$ cat src/rtl/avalon_burst_sched.sv
// Avalon burst scheduler: splits a byte transfer into master commands of at
// most MAX_CHUNK bytes, issuing one command at a time and waiting for the
// master to return idle before issuing the next.
module avalon_burst_sched #(
  parameter int unsigned XAW       = 32,
  parameter int unsigned CW        = 8,
  parameter int unsigned MAX_CHUNK = 128
) (
  input  logic           clk,
  input  logic           rst,
  input  logic           start,
  input  logic [XAW-1:0] base_addr,
  input  logic [XAW-1:0] total_len,
  output logic           mst_go,
  output logic [XAW-1:0] mst_base,
  output logic [CW-1:0]  mst_length,
  output logic           mst_fixed_location,
  input  logic           mst_done,
  output logic           busy,
  output logic           xfer_done,
  output logic [XAW-5:0] chunk_cnt
);

  localparam int unsigned    CNTW        = XAW - 4;
  localparam logic [XAW-1:0] LEN_MASK    = {{(XAW-4){1'b1}}, 4'b0000};
  localparam logic [XAW-1:0] MAX_CHUNK_X = XAW'(MAX_CHUNK);

  typedef enum logic [2:0] {
    S_IDLE,
    S_ISSUE,
    S_GUARD,
    S_WAIT,
    S_NEXT,
    S_FINISH
  } state_e;

  state_e          state_q, state_d;
  logic [XAW-1:0]  cur_addr_q, cur_addr_d;
  logic [XAW-1:0]  rem_q, rem_d;
  logic            mst_go_q, mst_go_d;
  logic [XAW-1:0]  mst_base_q, mst_base_d;
  logic [CW-1:0]   mst_length_q, mst_length_d;
  logic            busy_q, busy_d;
  logic            xfer_done_q, xfer_done_d;
  logic [CNTW-1:0] chunk_cnt_q, chunk_cnt_d;

  logic [XAW-1:0]  len_masked;
  logic [XAW-1:0]  rem_upd;
  logic [XAW-1:0]  addr_upd;

  // Size of the next command: the remaining bytes, capped at MAX_CHUNK.
  function automatic logic [CW-1:0] chunk_of(input logic [XAW-1:0] r);
    chunk_of = (r < MAX_CHUNK_X) ? CW'(r) : CW'(MAX_CHUNK);
  endfunction

  // Transfer bookkeeping; the live command length doubles as the chunk size.
  always_comb begin
    len_masked = total_len & LEN_MASK;
    rem_upd    = rem_q - XAW'(mst_length_q);
    addr_upd   = cur_addr_q + XAW'(mst_length_q);
  end

  // Next-state and registered-output decode; command outputs are loaded on
  // the transition into ISSUE so mst_go lines up with the ISSUE cycle.
  always_comb begin
    state_d      = state_q;
    cur_addr_d   = cur_addr_q;
    rem_d        = rem_q;
    mst_go_d     = 1'b0;
    mst_base_d   = mst_base_q;
    mst_length_d = mst_length_q;
    busy_d       = busy_q;
    xfer_done_d  = 1'b0;
    chunk_cnt_d  = chunk_cnt_q;

    unique case (state_q)
      S_IDLE: begin
        busy_d = 1'b0;
        if (start) begin
          cur_addr_d  = base_addr;
          rem_d       = len_masked;
          busy_d      = 1'b1;
          chunk_cnt_d = '0;
          if (len_masked == '0) begin
            state_d = S_FINISH;
          end else begin
            state_d      = S_ISSUE;
            mst_go_d     = 1'b1;
            mst_base_d   = base_addr;
            mst_length_d = chunk_of(len_masked);
            chunk_cnt_d  = CNTW'(1);
          end
        end
      end

      S_ISSUE: state_d = S_GUARD;

      // The master still reports idle in the cycle after go; skip it.
      S_GUARD: state_d = S_WAIT;

      S_WAIT: begin
        if (mst_done) begin
          state_d = S_NEXT;
        end
      end

      S_NEXT: begin
        cur_addr_d = addr_upd;
        rem_d      = rem_upd;
        if (rem_upd != '0) begin
          state_d      = S_ISSUE;
          mst_go_d     = 1'b1;
          mst_base_d   = addr_upd;
          mst_length_d = chunk_of(rem_upd);
          chunk_cnt_d  = chunk_cnt_q + CNTW'(1);
        end else begin
          state_d = S_FINISH;
        end
      end

      // busy drops together with the end of the xfer_done pulse.
      S_FINISH: begin
        xfer_done_d = 1'b1;
        state_d     = S_IDLE;
      end

      default: state_d = S_IDLE;
    endcase
  end

  // State and output registers with synchronous reset.
  always_ff @(posedge clk) begin
    if (rst) begin
      state_q      <= S_IDLE;
      cur_addr_q   <= '0;
      rem_q        <= '0;
      mst_go_q     <= 1'b0;
      mst_base_q   <= '0;
      mst_length_q <= '0;
      busy_q       <= 1'b0;
      xfer_done_q  <= 1'b0;
      chunk_cnt_q  <= '0;
    end else begin
      state_q      <= state_d;
      cur_addr_q   <= cur_addr_d;
      rem_q        <= rem_d;
      mst_go_q     <= mst_go_d;
      mst_base_q   <= mst_base_d;
      mst_length_q <= mst_length_d;
      busy_q       <= busy_d;
      xfer_done_q  <= xfer_done_d;
      chunk_cnt_q  <= chunk_cnt_d;
    end
  end

  assign mst_go             = mst_go_q;
  assign mst_base           = mst_base_q;
  assign mst_length         = mst_length_q;
  assign mst_fixed_location = 1'b0;
  assign busy               = busy_q;
  assign xfer_done          = xfer_done_q;
  assign chunk_cnt          = chunk_cnt_q;

endmodule

$ cat config.mk
export PLATFORM = sky130hd
export DESIGN_NAME = avalon_burst_sched
export DESIGN_NICKNAME = d
export VERILOG_FILES = /design/src/rtl/avalon_burst_sched.sv
export SDC_FILE = /design/constraint.sdc
export NUM_CORES = 1
export LEC_CHECK = 0
export CORE_AREA = 2 2 128 130
export CTS_CLUSTER_SIZE = 28
export DETAILED_ROUTE_END_ITERATION = 12
export DIE_AREA = 0 0 130 132
export PLACE_DENSITY_LB_ADDON = 0.15
export SLEW_MARGIN = 20
export SYNTH_ARGS = -nofsm -noshare
export SYNTH_HDL_FRONTEND = slang
export SYNTH_SLANG_ARGS = --single-unit
$ cat constraint.sdc
create_clock -name clk -period 4.6 [get_ports clk]
set_clock_uncertainty 0.15 [all_clocks]
set_input_delay 0.92 -clock clk [delete_from_list [all_inputs] [get_ports clk]]
set_output_delay 0.92 -clock clk [all_outputs]
set_load 0.05 [all_outputs]
=== Word level (Yosys, flattened, before mapping) ===
Index checks and enable logic that the tools add are counted.

* Register bits after elaboration: 138
* Bits of input ports: 68
* Output and inout bits: 72
* Logic and storage cells: 60

* Add/sub/neg operators: 3
* Magnitude comparators: 2
* Eq/ne operators: 9
* Muxes and demuxes: 29
* Reductions and logical operators: 8

{| class="wikitable"
|+ Operators by type and width
! cell !! number
|-
| 32-bit one-hot mux with 2 select lines || 3
|-
| 32-bit two-way mux || 5
|-
| 32-bit by 8-bit less-than comparator with 1-bit output, second input constant || 2
|-
| 28-bit two-way mux || 2
|-
| 28-bit one-hot mux with 2 select lines || 1
|-
| 8-bit two-way mux || 5
|-
| 32-bit by 8-bit adder with 32-bit output || 1
|-
| 32-bit zero test || 1
|-
| 32-bit nonzero test || 1
|-
| 32-bit by 8-bit subtractor with 32-bit output || 1
|-
| 28-bit by 1-bit adder with 28-bit output, second input constant || 1
|-
| 8-bit one-hot mux with 2 select lines || 1
|-
| 3-bit one-hot mux with 5 select lines || 1
|-
| 3-bit two-way mux || 4
|-
| 2-bit inequality test, second input constant || 4
|-
| 3-bit by 2-bit == test with 1-bit output, second input constant || 2
|-
| 3-bit == test, second input constant || 2
|-
| 1-bit two-way mux || 6
|-
| 2-bit AND reduction || 2
|-
| 4-bit AND reduction || 1
|-
| 3-bit by 1-bit == test with 1-bit output, second input constant || 1
|-
| 3-bit zero test || 1
|-
| 3-bit AND reduction || 1
|-
| 1-bit one-hot mux with 2 select lines || 1
|-
| 2-bit nonzero test || 1
|}

=== Depth between registers and ports, before layout ===
* Depth in word-level cells: 5
* Mapped depth: 16
* Gate-level depth less buffers: 13

=== Worst setup path before layout ===
Ideal clock, no wire load.

* Path type: register to register
* From: register mst_length_q[5] (netlist: mst_length[5])
* To: register mst_base_q[21] (netlist: mst_base[21])
* Setup time: 121 ps
* Data arrival time: 3,975 ps
* Required time: 4,329 ps
* Setup slack: 354 ps
* Cell stages (with the launch flop): 15
* Path buffers: 3
* Period minus slack after synthesis: 4,246 ps
* Cell sequence: dfxtp_1 -> inv_1 -> ha_1 -> clkbuf_1 -> nand4_1 -> a21oi_1 -> nor3_1 -> or4b_1 -> a2111oi_0 -> nand3_1 -> or4b_1 -> buf_6 -> nand2_8 -> buf_12 -> mux2_4

* Cells in the longest elaborated chain, start to end: 4
* Elaborated cells between the ends (all ways): 7
* Classes of those cells: 2 x add/sub; 1 x eq/ne; 2 x mux; 2 x reduce/logical

{| class="wikitable"
|+ Ends and longest elaborated chain
! item !! line !! text
|-
| from (decl) || 42 || <nowiki>logic [CW-1:0] mst_length_q, mst_length_d;</nowiki>
|-
| from (signal assigned) || 149 || <nowiki>mst_length_q <= mst_length_d;</nowiki>
|-
| 32-bit by 8-bit subtractor with 32-bit output || 59 || <nowiki>rem_upd = rem_q - XAW'(mst_length_q);</nowiki>
|-
| 32-bit nonzero test || 110 || <nowiki>if (rem_upd != '0) begin</nowiki>
|-
| 2-bit inequality test (no source line) || -- ||
|-
| 4-bit AND reduction (no source line) || -- ||
|-
| to (signal assigned) || 148 || <nowiki>mst_base_q <= mst_base_d;</nowiki>
|-
| to (decl) || 41 || <nowiki>logic [XAW-1:0] mst_base_q, mst_base_d;</nowiki>
|}

Several ways; a longest one is shown, not always the timed one. The select of a mux whose other input is x is not followed.
A chain may end at the register's enable or synchronous reset.

=== Final worst setup path ===
* From: register mst_length_q[7] (netlist: mst_length[7])
* To: register mst_base_q[14] (netlist: mst_base[14])

The elaborated chain is that of the path after synthesis.

==> results.json <==
{
  "status": "finished clean",
  "min_path_type": "register to register",
  "syn_area_per_cell_sq_um": 7.65,
  "root_buffer": "clkbuf_16",
  "ioPinCount": 140,
  "crit_fanout": 14,
  "detail_route.wirelength_um": 25700,
  "cts_buffers": 17,
  "num_vias": 8941,
  "cts_buffer_depth": 2,
  "critPathLaunchType": "register",
  "grt_pass1_wl_um": 41100,
  "multi_input_area_sq_um": 5320,
  "cts_resized": 0,
  "drcViolationCount": 0,
  "drt-initial-drc-count": 849,
  "cap_violations": 0,
  "insertion_delay_ps": 420,
  "synthFlopType": "dfxtp_1",
  "cts.clk_slew.worst_paths_ps": 60,
  "cp.arrival_ps": 4470,
  "core_area_sq_um": 15700,
  "worst_setup_path_end_kind": "register",
  "gp_congestion": 0.949,
  "detail-route-antenna-nets": 0,
  "setup_slack_ps": 287,
  "worstPathRequired_ps": 4760,
  "globalRouteOverflowTotal": 0,
  "finalPower_mw": 3.59,
  "die-height_um": 132,
  "wl_per_cell_um": 17.8,
  "peakVddDrop_mv": 0.273,
  "start_util_pct": 54.4,
  "htreeDepth": 4,
  "grt_max_degree": 78,
  "synth_cell_types": 80,
  "syn-cell-area_sq_um": 8550,
  "regArea_sq_um": 2760,
  "ff2ff_setup_slack_ps": 290,
  "cts_setup_buffers": 0,
  "fin_crit_ps": 4310,
  "async_reset_ff_share_pct": 0,
  "yosysWarnings": 0,
  "grt_usage_pct": 29.6,
  "tightest_slew_ps": 986,
  "r2r-start": "mst_length[7]$_SDFFE_PP0P_",
  "hold_viol": 0,
  "finalCritPeriodShare_pct": 93.8,
  "r2r-end": "mst_base[14]$_SDFFE_PP0P_",
  "clock_sinks": 138,
  "rr_worst_depth": 11,
  "place_hpwl_um": 17800,
  "holdPathStages": 2,
  "routed_via_density": 6.19,
  "min_to": "mst_base[3]$_SDFFE_PP0P_",
  "worstSetupPathType": "register to register",
  "drive_gt1_share_pct": 7.81,
  "dieArea_sq_um": 17200,
  "cts-hold-fix-buffers": 0,
  "max_freq_ghz": 0.232,
  "cts_tree": "done",
  "setup_viol": 0,
  "num_rows": 46,
  "antenna_found_initial": 0,
  "ys_ff_latch": 138,
  "drt-pass1-iter-count": 7,
  "p_leak_nw": 3.82,
  "portBuffers": 134,
  "slew_headroom_pct": 33.7,
  "finalSetupTns_ps": 0,
  "finalNetCount": 1303,
  "area_growth_pct": 24.0,
  "synth_edf_count": 0,
  "holdCritStartpoint": "mst_base[3]$_SDFFE_PP0P_",
  "diodes": 0,
  "synth-seq-area-share_pct": 32.3,
  "fill_cells": 1378,
  "synth_nets": 1204,
  "rsz0062_at_grt": "no",
  "report.final.slew_viol_count": 0,
  "post_synth_inst_count": 1117,
  "die_w_um": 130,
  "p_per_area_nw_per_um2": 339,
  "pre_cts_ws_ps": 363,
  "grt_pass1_vias": 7798
}
-- logic make-up (layout without fill, tap and decap cells) --
kind of cell / after synthesis / after routing / share of synthesized area, %
simple gates: 482 / 482 / 28.5
xor+xnor: 32 / 32 / 3.28
other cells: 1 / 1 / 0.0439
buf+inv: 113 / 225 / 5.56
compound gates: 303 / 303 / 23.7
fa+ha+maj: 19 / 19 / 2.96
mux: 29 / 29 / 3.60
flops: 138 / 138 / 32.3
-- area by class of cell --
| type | count | area share [%] |
|---|---|---|
| clock buffer | 21 | 4.34 |
| multi-input combinational | 866 | 50.2 |
| inverter | 28 | 0.992 |
| timing repair buffer | 165 | 14.9 |
| sequential | 138 | 26.1 |
| clock inverter | 11 | 0.897 |
| tap | 216 | 2.55 |
-- flip-flops by register name, indices dropped and copies added (netlist names) --
signal,cells
mst_base,32
state_q,3
cur_addr_q,32
mst_length,8
busy,1
rem_q,32
chunk_cnt,28
xfer_done,1
mst_go,1
-- cell usage in the layout, fill, tap and decap left out, drive strengths merged, types with 8 or more instances in the layout --
cell type	instances
dfxtp	138
clkdlybuf4s50	133
nand2	132
nor2	119
a21oi	92
o21ai	56
nand3	44
nor3	44
buf	32
inv	30
and3	23
o31ai	22
clkbuf	21
nand4	20
xnor2	20
or4	20
a211oi	19
mux2i	18
ha	17
or3	16
a311oi	15
nor4	15
nor2b	14
a31oi	14
xor2	12
a22oi	11
mux2	11
o211ai	10
a221oi	8
-- synthesized netlist by cell type, types with 15 or more instances --
cell | instances | area share (%)
o31ai_1 | 22 | 1.9
nor3_1 | 42 | 2.5
mux2i_1 | 18 | 2.1
or4_1 | 19 | 1.7
clkbuf_1 | 68 | 3.0
or3_1 | 16 | 1.2
nand3_1 | 44 | 2.6
ha_1 | 17 | 2.5
nor2_1 | 119 | 5.2
inv_1 | 28 | 1.2
a211oi_1 | 19 | 1.7
and3_1 | 23 | 1.7
dfxtp_1 | 138 | 32
xnor2_1 | 20 | 2.0
o21ai_0 | 54 | 3.2
nand2_1 | 131 | 5.8
a21oi_1 | 92 | 5.4
a311oi_1 | 15 | 1.5
nand4_1 | 20 | 1.5
-- worst max-delay path, cell delays in order (launching register included) --
cell and delay (ps):
dfxtp_1 370, inv_1 110, ha_1 460, nand4_1 120, a21oi_1 470, nor3_1 320, or4b_1 550, o21ai_0 260
o211ai_2 160, or4b_1 670, nand2_8 190, mux2_2 350
-- stage by stage --
step                      cell area, sq um  util, %  instances  hold slack (ps)
after CTS                            10600     67.4       1445              306
after detailed placement             10000     63.9       1413              298
final                                10600     67.4       1445              307
after floorplan                       8550        -       1117              286
after global placement               10000     63.9       1413              296
after global routing                 10600     67.4       1445              339
-- routing by layer --
layer	vias to the layer above	part of all wire (%)	routed length (um)	track usage, %
met4	0	2.6	668	10.7
met2	419	45	11700	44.6
li1	4328	-	-	-
met1	4140	45	11500	42.9
met3	54	7.1	1820	4.18
met5	-	0	0	0
-- worst max-delay path by stage --
| stage | start | endpoint | slack [ps] | cells after the start |
|---|---|---|---|---|
| 2_1_floorplan | mst_length[5]$_SDFFE_PP0P_ | mst_base[21]$_SDFFE_PP0P_ | 350 | 14 |
| 3_3_place_gp | mst_length[7]$_SDFFE_PP0P_ | mst_base[20]$_SDFFE_PP0P_ | 430 | 11 |
| 3_5_place_dp | mst_length[7]$_SDFFE_PP0P_ | mst_base[14]$_SDFFE_PP0P_ | 360 | 11 |
| 4_1_cts | mst_length[7]$_SDFFE_PP0P_ | mst_base[14]$_SDFFE_PP0P_ | 350 | 11 |
| 5_1_grt | mst_length[0]$_SDFFE_PP0P_ | mst_base[29]$_SDFFE_PP0P_ | 70 | 12 |
| 6_report | mst_length[7]$_SDFFE_PP0P_ | mst_base[14]$_SDFFE_PP0P_ | 290 | 11 |
-- where the power goes --
| part | leakage [nW] | switching, mW | internal [mW] | total (mW) |
|---|---|---|---|---|
| clock | 0.269 | 0.541 | 0.770 | 1.31 |
| combinational | 2.42 | 0.570 | 0.363 | 0.932 |
| sequential | 1.13 | 0.0812 | 1.27 | 1.35 |
| total | 3.82 | 1.19 | 2.40 | 3.59 |
No activity file was read; power rests on OpenSTA's default activity.
